**src/rtl/pc_ir_unit_pkg.sv**
```systemverilog
// pc_ir_unit_pkg: shared CPU definitions used by the instruction-sequencing stage.
//   pc_sel_t   : PC select encoding driven by the control unit
//   BR_OFF_W   : width of the branch offset field carried in the instruction
//   br_offset(): extracts {ins[8:6], ins[2:0]} and sign-extends it to 16 bits
package pc_ir_unit_pkg;

  typedef enum logic [1:0] {
    PS_HOLD = 2'b00,
    PS_INC  = 2'b01,
    PS_BR   = 2'b10,
    PS_JMP  = 2'b11
  } pc_sel_t;

  localparam int BR_OFF_W = 6;

  // The offset field is split across the instruction word: the high half
  // sits in bits 8:6, the low half in bits 2:0.
  function automatic logic [15:0] br_offset(input logic [15:0] ins);
    logic [BR_OFF_W-1:0] off;
    off = {ins[8:6], ins[2:0]};
    return {{(16-BR_OFF_W){off[BR_OFF_W-1]}}, off};
  endfunction

endpackage

```
**src/rtl/pc_ir_unit.sv**
```systemverilog
// pc_ir_unit: program counter and instruction register feeding the control unit.
//
// Ports:
//   clk, rst         clock (rising edge), synchronous active-high reset
//   ps_in[1:0]       PC select: hold / increment / branch / jump
//   il_in            instruction load strobe; captures mem_data_in into IR
//   mem_data_in[15:0] memory read data
//   a_in[15:0]       register-file A bus, jump target (low ADDR_W bits used)
//   pc_out           registered PC
//   ins_out[15:0]    registered IR
//   ir_valid_out     sticky: IR loaded at least once since reset
//   pc_wrap_out      one-cycle pulse after an increment/branch wrapped the PC
//   instr_cnt_out    IR load count      (PC_IR_STATS_EN, else 0)
//   taken_cnt_out    branch/jump count  (PC_IR_STATS_EN, else 0)
//
// Optional: define PC_IR_STATS_EN to build the two 32-bit event counters.
module pc_ir_unit
  import pc_ir_unit_pkg::*;
#(
  parameter int                ADDR_W   = 8,
  parameter logic [ADDR_W-1:0] RESET_PC = '0
) (
  input  logic              clk,
  input  logic              rst,
  input  logic [1:0]        ps_in,
  input  logic              il_in,
  input  logic [15:0]       mem_data_in,
  input  logic [15:0]       a_in,
  output logic [ADDR_W-1:0] pc_out,
  output logic [15:0]       ins_out,
  output logic              ir_valid_out,
  output logic              pc_wrap_out,
  output logic [31:0]       instr_cnt_out,
  output logic [31:0]       taken_cnt_out
);

  logic [ADDR_W-1:0] pc_q, pc_d;
  logic [15:0]       ir_q, ir_d;
  logic              ir_valid_q;
  logic              wrap_q, wrap_d;

  pc_sel_t     ps;
  logic [15:0] off;
  logic [17:0] br_sum;
  logic        unused_a_hi;

  assign ps  = pc_sel_t'(ps_in);
  // Offset always comes from the IR as it stands before this edge, so a
  // same-edge load never feeds the branch it coincides with.
  assign off = br_offset(ir_q);

  // Zero-extended PC plus sign-extended offset in 18 bits: any set bit at or
  // above ADDR_W means the true result left [0, 2^ADDR_W), in either direction.
  assign br_sum = {{(18-ADDR_W){1'b0}}, pc_q} + {{2{off[15]}}, off};

  // Only the low ADDR_W bits of the A bus form a jump target.
  assign unused_a_hi = ^(a_in >> ADDR_W);

  always_comb begin
    pc_d   = pc_q;
    wrap_d = 1'b0;
    unique case (ps)
      PS_HOLD: pc_d = pc_q;
      PS_INC: begin
        pc_d   = pc_q + ADDR_W'(1);
        wrap_d = &pc_q;
      end
      PS_BR: begin
        pc_d   = br_sum[ADDR_W-1:0];
        wrap_d = |br_sum[17:ADDR_W];
      end
      PS_JMP:  pc_d = a_in[ADDR_W-1:0];
      default: pc_d = pc_q;
    endcase
  end

  assign ir_d = il_in ? mem_data_in : ir_q;

  always_ff @(posedge clk) begin
    if (rst) begin
      pc_q       <= RESET_PC;
      ir_q       <= 16'h0000;
      ir_valid_q <= 1'b0;
      wrap_q     <= 1'b0;
    end else begin
      pc_q       <= pc_d;
      ir_q       <= ir_d;
      ir_valid_q <= ir_valid_q | il_in;
      wrap_q     <= wrap_d;
    end
  end

  assign pc_out       = pc_q;
  assign ins_out      = ir_q;
  assign ir_valid_out = ir_valid_q;
  assign pc_wrap_out  = wrap_q;

`ifdef PC_IR_STATS_EN
  logic [31:0] instr_cnt_q, taken_cnt_q;

  // Both counters wrap naturally at 2^32.
  always_ff @(posedge clk) begin
    if (rst) begin
      instr_cnt_q <= '0;
      taken_cnt_q <= '0;
    end else begin
      if (il_in)    instr_cnt_q <= instr_cnt_q + 32'd1;
      if (ps_in[1]) taken_cnt_q <= taken_cnt_q + 32'd1;
    end
  end

  assign instr_cnt_out = instr_cnt_q;
  assign taken_cnt_out = taken_cnt_q;
`else
  assign instr_cnt_out = 32'h0;
  assign taken_cnt_out = 32'h0;
`endif

endmodule

```
**config.mk**
```make
export PLATFORM = sky130hd
export DESIGN_NAME = pc_ir_unit
export DESIGN_NICKNAME = d
export VERILOG_FILES = /design/src/rtl/pc_ir_unit_pkg.sv /design/src/rtl/pc_ir_unit.sv
export SDC_FILE = /design/constraint.sdc
export NUM_CORES = 1
export LEC_CHECK = 0
export BUFFER_PORTS_ARGS = -buffer_cell sky130_fd_sc_hd__clkbuf_2
export CAP_MARGIN = 15
export CORE_MARGIN = 2
export CORE_UTILIZATION = 43
export CTS_CLUSTER_DIAMETER = 120
export CTS_CLUSTER_SIZE = 30
export DETAILED_ROUTE_END_ITERATION = 8
export PLACE_DENSITY = 0.89
export SYNTH_ARGS = -nofsm -noshare
export SYNTH_HDL_FRONTEND = slang
export SYNTH_SLANG_ARGS = --single-unit
export TNS_END_PERCENT = 30
```
**constraint.sdc**
```tcl
create_clock -name clk -period 3.2 [get_ports clk]
set_clock_uncertainty 0.1 [all_clocks]
set_input_delay 0.64 -clock clk [delete_from_list [all_inputs] [get_ports clk]]
set_output_delay 0.64 -clock clk [all_outputs]
set_load 0.005 [all_outputs]
```
==> results.md, run 1 <==
* Run status: finished clean
* Setup slack, reg-to-reg at 860 ps
* Top fanout value on the critical path at 6
* Period Utilization, post-route at 73.1%
* Capturing element type of the critical path: register
* Number of buffers added on ports at 54
* Final number of hold-violating endpoints at 0
* Peak VDD IR at 158 µV
* Arrival time at the worst endpoint at 2400 ps
* Distinct cells, synth at 42
* Die W at 74.0 µm
* H-Tree Depth at 1
* Required arrival time at the worst endpoint at 3260 ps
* Proportion of power drawn by flip-flops and latches at 47.3%
* Sw Share at 31.2%
* Pin count of the biggest net entering global routing at 27
* Max_cap viols at 0
* Top cells by area in the synthesized netlist: sky130_fd_sc_hd__dfxtp_1 (25%), sky130_fd_sc_hd__buf_4 (23%), sky130_fd_sc_hd__ha_1 (8.3%)
* Gpl congestion at 0.835
* Most area-hungry cell type in the Yosys netlist: sky130_fd_sc_hd__dfxtp_1
* Effective utilization at floorplan at 44.6%
* Post-CTS setup-driven buffer insertion count at 0
* Leak pwr at 1.15 nW
* FMAX at 0.427 GHz
* Max stage delay on crit path at 440 ps
* Setup repair after global routing missed its margin: no
* Transition time of the tightest slew-check pin at 622 ps
* Average size of a mapped cell at 8.36 µm²
* Resized Gates After CTS at 0
* Routed via count at 1728
* Minimum clock period at 2340 ps
* Start-to-end type of the worst setup path: register to register
* Count of cells along the worst register-to-register path at 8
* Via count of the first global-routing pass at 1538
* Initial antenna violation count at 0
* Kind of cell adding the most delay to the critical path: compound AO/OA/AOI/OAI gates
* Detailed placer's ending HPWL at 3280 µm
* Cell area after layout at 2230 µm²
* Cells after synthesis at 252
* Worst hold path depth at 2
* Iteration count of the initial detailed-routing pass at 4
* Final Max Tran Viols at 0
* PnR Total Power at 0.786 mW
* Drt first-iter violations at 108
* Clock-pin transition on the worst setup and hold timing paths at 90 ps
* Buffer levels on the longest clock path at 2
* Seq/Total Area, Yosys at 24.7%
* Sw Pwr at 0.245 mW
* Post-synth design cell area at 2110 µm²
* PD cells at 352 nW/µm²
* Cell Area, Placed at 2180 µm²
* Post-CTS Hold Buffers at 0
* End point of the most critical hold path: ir_valid_out
* Tightest Hold Check Type: register to register
* Aggregate negative setup slack at 0 ps
* Area grow syn2layout at 6.12%
* Kind of start point of the critical path: register
* Total of flip-flops plus latches after synthesis at 26
* Remaining antenna violation count after routing at 0
* Yosys top cell area share at 24.7%
* Terminus of the critical flop-to-flop path: pc_wrap_out
* Hold Path Origin: ir_valid_out
* Power Internal at 0.540 mW
* Overall track demand over capacity in global routing at 15.2%
* Clock latency at the later pin of the worst-skew pair at 270 ps
* TritonCTS clock tree: built
* Number of placement rows at 25
* Diode count at 0
* Crit-path slowest cell: sky130_fd_sc_hd__dfxtp_1
* Clock sinks at 26
* Buffering stage count on the worst path with inverters included at 1
* Chip height at 74.0 µm
* Count of flip-flops with a built-in enable after synthesis at 0
* Worst max-slew margin expressed relative to the limit at 58.5%
* Number of top-level design ports at 127
* Total clock buffers created by CTS at 3
* Via density per instance at 4.70
* CP Cell Sequence: ha_1 -> inv_1 -> fa_1 -> nand2b_1 -> a211oi_2 -> o211ai_1 -> a211oi_1 -> nor3_2
* Synthesis warning total at 0
* Routed wire per std cell at 11.6 µm
* Share of post-route cells with drive strength above 1 at 22.3%
* Most numerous cell types in the synthesized netlist: sky130_fd_sc_hd__buf_4 (64), sky130_fd_sc_hd__dfxtp_1 (26), sky130_fd_sc_hd__nor2_1 (26)
* DRC violations left at 0
* NumNets Final at 354
* Global-route congestion overflow total at 0
* Proportion of register bits with asynchronous set or reset after synthesis at 0%
* Combinational share of power at 24.9%
* Die ar. at 5470 µm²
* Total wirelength of the detailed-routed design at 4270 µm
* Most instantiated flip-flop cell in the synthesis netlist: sky130_fd_sc_hd__dfxtp_1
* Dominant cell by count in the synthesized netlist: sky130_fd_sc_hd__buf_4
* Clock root buffer master: sky130_fd_sc_hd__clkbuf_8
* Source of the worst register-to-register timing path: pc_out[0]
* Area of the core region at 4720 µm²
* Global-route wire length before repair at 6570 µm
* Setup-failing EPs final at 0
* Part of the total power dissipated in the clock network at 27.9%
## area by class of cell
cell class | count | area [µm²]
timing repair buffer | 54 | 270
sequential | 26 | 520
inverter | 13 | 48.8
fill | 461 | 2490
multi-input combinational | 204 | 1260
clock buffer | 4 | 55.1
tap | 67 | 83.8
## through the flow
| stage | util [%] | hold WS [ps] | std cells | worst slack (ps) |
|---|---|---|---|---|
| after floorplan | - | 358 | 315 | 1140 |
| after global placement | 46.1 | 345 | 364 | 902 |
| after detailed placement | 46.1 | 358 | 364 | 878 |
| after CTS | 47.3 | 381 | 368 | 869 |
| after global routing | 47.3 | 397 | 368 | 719 |
| final | 47.3 | 377 | 368 | 860 |
## kinds of logic after synthesis
kind of cell / after synthesis / synth area share, %
buffers and inverters: 85 / 26.9
AND/OR/NAND/NOR: 61 / 14.4
multiplexers: 16 / 7.61
adder cells (fa/ha/maj): 15 / 9.27
other: 1 / 0.178
flip-flops: 26 / 24.7
AO/OA/AOI/OAI: 41 / 14.0
XOR/XNOR: 7 / 2.91
## power by group through the flow
stage | logic (mW) | registers, mW | clock network [mW]
6_report | 0.195 | 0.371 | 0.219
5_1_grt | 0.223 | 0.375 | 0.235
4_1_cts | 0.194 | 0.371 | 0.225
3_5_place_dp | 0.193 | 0.378 | 0
3_3_place_gp | 0.186 | 0.378 | 0
2_1_floorplan | 0.188 | 0.375 | 0
## layer usage
| metal | part of all wire, % | GRT usage, % | up-vias |
|---|---|---|---|
| li1 | - | - | 835 |
| met1 | 42 | 18.0 | 795 |
| met2 | 49 | 27.9 | 96 |
| met3 | 8.8 | 3.12 | 2 |
| met4 | 0.26 | 3.64 | 0 |
| met5 | 0 | 0 | - |
## worst max-delay path by stage
stage	slack, ps	cells after the start	endpoint	start
floorplan	1140	8	pc_wrap_out	pc_out[0]
global placement	900	8	pc_out[3]	ps_in[0]
detailed placement	880	8	pc_out[3]	ps_in[0]
CTS	870	8	pc_wrap_out	pc_out[0]
global route	720	8	pc_wrap_out	pc_out[0]
finish	860	8	pc_wrap_out	pc_out[0]
## cell usage in the layout (no fill, tap or decap), drive strengths merged, types with 8 or more instances in the layout
master	netlist	layout
a221oi	9	9
conb	1	64
dfxtp	26	26
clkbuf	3	58
inv	13	13
mux2i	16	16
nand2	9	9
a21oi	11	11
nor2	27	27
ha	14	14
o21ai	8	8
## registers in the layout, summed over array words and instances, names as in the netlist
register and cells:
pc_wrap_out 1, ir_valid_out 1, pc_out 8, ins_out 16
## worst register-to-register path, cell delays in order, from the launching register on
cell and delay [ps]:
sky130_fd_sc_hd__dfxtp_1 440, sky130_fd_sc_hd__ha_1 210, sky130_fd_sc_hd__inv_1 50, sky130_fd_sc_hd__fa_1 390, sky130_fd_sc_hd__nand2b_1 210, sky130_fd_sc_hd__a211oi_2 290
sky130_fd_sc_hd__o211ai_1 150, sky130_fd_sc_hd__a211oi_1 310, sky130_fd_sc_hd__nor3_2 80
Note: power is estimated with default switching activity, not from simulation.
==> run 2, diff against run 1 <==
--- a/config.mk
+++ b/config.mk
@@ -8,11 +8,11 @@
 export BUFFER_PORTS_ARGS = -buffer_cell sky130_fd_sc_hd__clkbuf_2
 export CAP_MARGIN = 15
 export CORE_MARGIN = 2
-export CORE_UTILIZATION = 43
+export CORE_UTILIZATION = 40
 export CTS_CLUSTER_DIAMETER = 120
 export CTS_CLUSTER_SIZE = 30
 export DETAILED_ROUTE_END_ITERATION = 8
-export PLACE_DENSITY = 0.89
+export PLACE_DENSITY = 0.87
 export SYNTH_ARGS = -nofsm -noshare
 export SYNTH_HDL_FRONTEND = slang
 export SYNTH_SLANG_ARGS = --single-unit
==> constraint.sdc (replaced) <==
create_clock -name clk -period 2.1 [get_ports clk]
set_clock_uncertainty 0.1 [all_clocks]
set_input_delay 0.42 -clock clk [delete_from_list [all_inputs] [get_ports clk]]
set_output_delay 0.42 -clock clk [all_outputs]
set_load 0.005 [all_outputs]
==> results.md, run 2 (synthesized netlist as in run 1, its figures left out) <==
* Run status: finished clean
* Area grow syn2layout at 12.8%
* Routed wire per std cell at 11.5 µm (-0.57%)
* Final number of hold-violating endpoints at 0 (unchanged)
* Detailed placer's ending HPWL at 3560 µm (+8.4%)
* Aggregate negative setup slack at 0 ps (unchanged)
* Minimum setup slack after placement at -58.5 ps (-937 ps)
* TritonCTS clock tree: built
* Cell Count, Final, Fillers Out at 385 (+4.6%)
* H-Tree Depth at 1 (unchanged)
* Via count of the first global-routing pass at 1621 (+5.4%)
* Clock-pin transition on the worst setup and hold timing paths at 90 ps (about the same)
* Drt first-iter violations at 76 (-30%)
* Setup slack, reg-to-reg at 90 ps (-770 ps)
* NumNets Final at 369 (+4.2%)
* Count of cells along the worst register-to-register path at 8 (unchanged)
* Total wirelength of the detailed-routed design at 4450 µm (+4.0%)
* Via density per instance at 4.50 (-4.2%)
* Final Max Tran Viols at 0 (unchanged)
* Overall track demand over capacity in global routing at 15.2% (+0.068 points)
* Iteration count of the initial detailed-routing pass at 4 (unchanged)
* Total clock buffers created by CTS at 3 (unchanged)
* Die ar. at 5860 µm² (+7.1%)
* Required arrival time at the worst endpoint at 2170 ps (-1090 ps)
* Crit-path slowest cell: sky130_fd_sc_hd__dfxtp_2
* DRC violations left at 0 (unchanged)
* Kind of cell adding the most delay to the critical path: compound AO/OA/AOI/OAI gates
* Terminus of the critical flop-to-flop path: pc_wrap_out
* Number of placement rows at 26 (+4.0%)
* Start-to-end type of the worst setup path: register to register
* Effective utilization at floorplan at 41.2% (-3.4 points)
* CP Cell Sequence: ha_4 -> inv_1 -> fa_2 -> nand2b_4 -> a211oi_4 -> o211ai_1 -> a211oi_2 -> nor3_2
* Max_cap viols at 0 (unchanged)
* Diode count at 0 (unchanged)
* Gpl congestion at 0.842 (+0.87%)
* Kind of start point of the critical path: register
* Number of top-level design ports at 127 (unchanged)
* Arrival time at the worst endpoint at 2080 ps (-320 ps)
* Share of post-route cells with drive strength above 1 at 27.6% (+5.4 points)
* PnR Total Power at 1.18 mW (+51%)
* Most used cells in the layout excluding fill and tap cells: sky130_fd_sc_hd__conb_1 (64), sky130_fd_sc_hd__clkbuf_2 (54), sky130_fd_sc_hd__nor2_1 (26)
* Most frequent standard cell in the layout excluding fill and tap cells: sky130_fd_sc_hd__conb_1
* Number of flip-flops under the largest register name at 16 (unchanged)
* Minimum clock period at 2010 ps (-330 ps)
* Chip height at 76.6 µm (+3.5%)
* Hold Path Origin: mem_data_in[12]
* Clock sinks at 26 (unchanged)
* Clock root buffer master: sky130_fd_sc_hd__clkbuf_8
* Remaining antenna violation count after routing at 0 (unchanged)
* Transition time of the tightest slew-check pin at 523 ps (-99.1 ps)
* Routed via count at 1731 (+0.17%)
* Initial antenna violation count at 0 (unchanged)
* FMAX at 0.498 GHz (+16%)
* Buffer levels on the longest clock path at 2 (unchanged)
* Placed Instances at 381 (+4.7%)
* Worst hold path depth at 3 (+1)
* PnR worst setup slack at 90.4 ps (-770 ps)
* End point of the most critical hold path: ins_out[12]
* Setup-failing EPs final at 0 (unchanged)
* Die W at 76.6 µm (+3.5%)
* Worst max-slew margin expressed relative to the limit at 65.1% (+6.6 points)
* Post-CTS Hold Buffers at 0 (unchanged)
* Buffering stage count on the worst path with inverters included at 1 (unchanged)
* Tightest Hold Check Type: primary input to register
* Clock latency at the later pin of the worst-skew pair at 270 ps (about the same)
* Pin count of the biggest net entering global routing at 19 (-30%)
* Global-route congestion overflow total at 0 (unchanged)
* Setup repair after global routing missed its margin: no
* Period Utilization, post-route at 95.7% (+23 points)
* Number of buffers added on ports at 54 (unchanged)
* Top fanout value on the critical path at 3 (-3)
* Smallest hold slack at 278 ps (-98.6 ps)
* Capturing element type of the critical path: register
* Global-route wire length before repair at 7340 µm (+12%)
* Source of the worst register-to-register timing path: ins_out[0]
* Area of the core region at 5110 µm² (+8.1%)
* PD cells at 498 nW/µm² (+42%)
* Peak VDD IR at 335 µV (+110%)
* Max stage delay on crit path at 370 ps (-70 ps)
* Leak pwr at 1.23 nW (+6.8%)
## run 2: metal layers
metal	track usage [%]	part of all wire (%)	vias up
met5	0	0	-
met4	4.73	0.99	0
met3	3.20	8.4	4
met2	26.5	49	93
met1	18.7	41	776
li1	-	-	858
## run 2: how the worst max path moves through the flow
stage | startpoint | to | depth (start not counted)
floorplan | pc_out[0] | pc_wrap_out | 8
global placement | ins_out[0] | pc_wrap_out | 8
detailed placement | ins_out[0] | pc_wrap_out | 8
CTS | ins_out[0] | pc_wrap_out | 8
global route | ins_out[0] | pc_wrap_out | 8
finish | ins_out[0] | pc_wrap_out | 8
## run 2: through the flow
stage                     util (%)  instance area, µm²
after CTS                     45.9                2340
after global placement        44.8                2290
after global routing          46.5                2370
after detailed placement      44.8                2290
after floorplan                  -                2340
final                         46.5                2370
## run 2: worst min-delay path, stage by stage
cell and delay (ps):
sky130_fd_sc_hd__clkbuf_2 70, sky130_fd_sc_hd__mux2i_1 60, sky130_fd_sc_hd__nor2_1 70
## run 2: what timing repair did
action / 4_1_cts / 5_1_grt
gates resized for setup: 3 / 5
buffers inserted: 0 / 1
endpoints found under the setup margin: 2 / 3
pin swaps: 3 / 3
## run 2: layout make-up
type                       instances  area, µm²
clock buffer                       3       41.3
fill                             513       2730
inverter                          13       48.8
multi-input combinational        204       1290
sequential                        26        523
tap                               70       87.6
timing repair buffer              69        383
## run 2: report_power, final
group	leakage (nW)	switching [mW]	total, mW	internal (mW)
clock	0.0216	0.156	0.284	0.129
combinational	0.995	0.194	0.348	0.154
sequential	0.215	0.0245	0.551	0.527
total	1.23	0.374	1.18	0.810
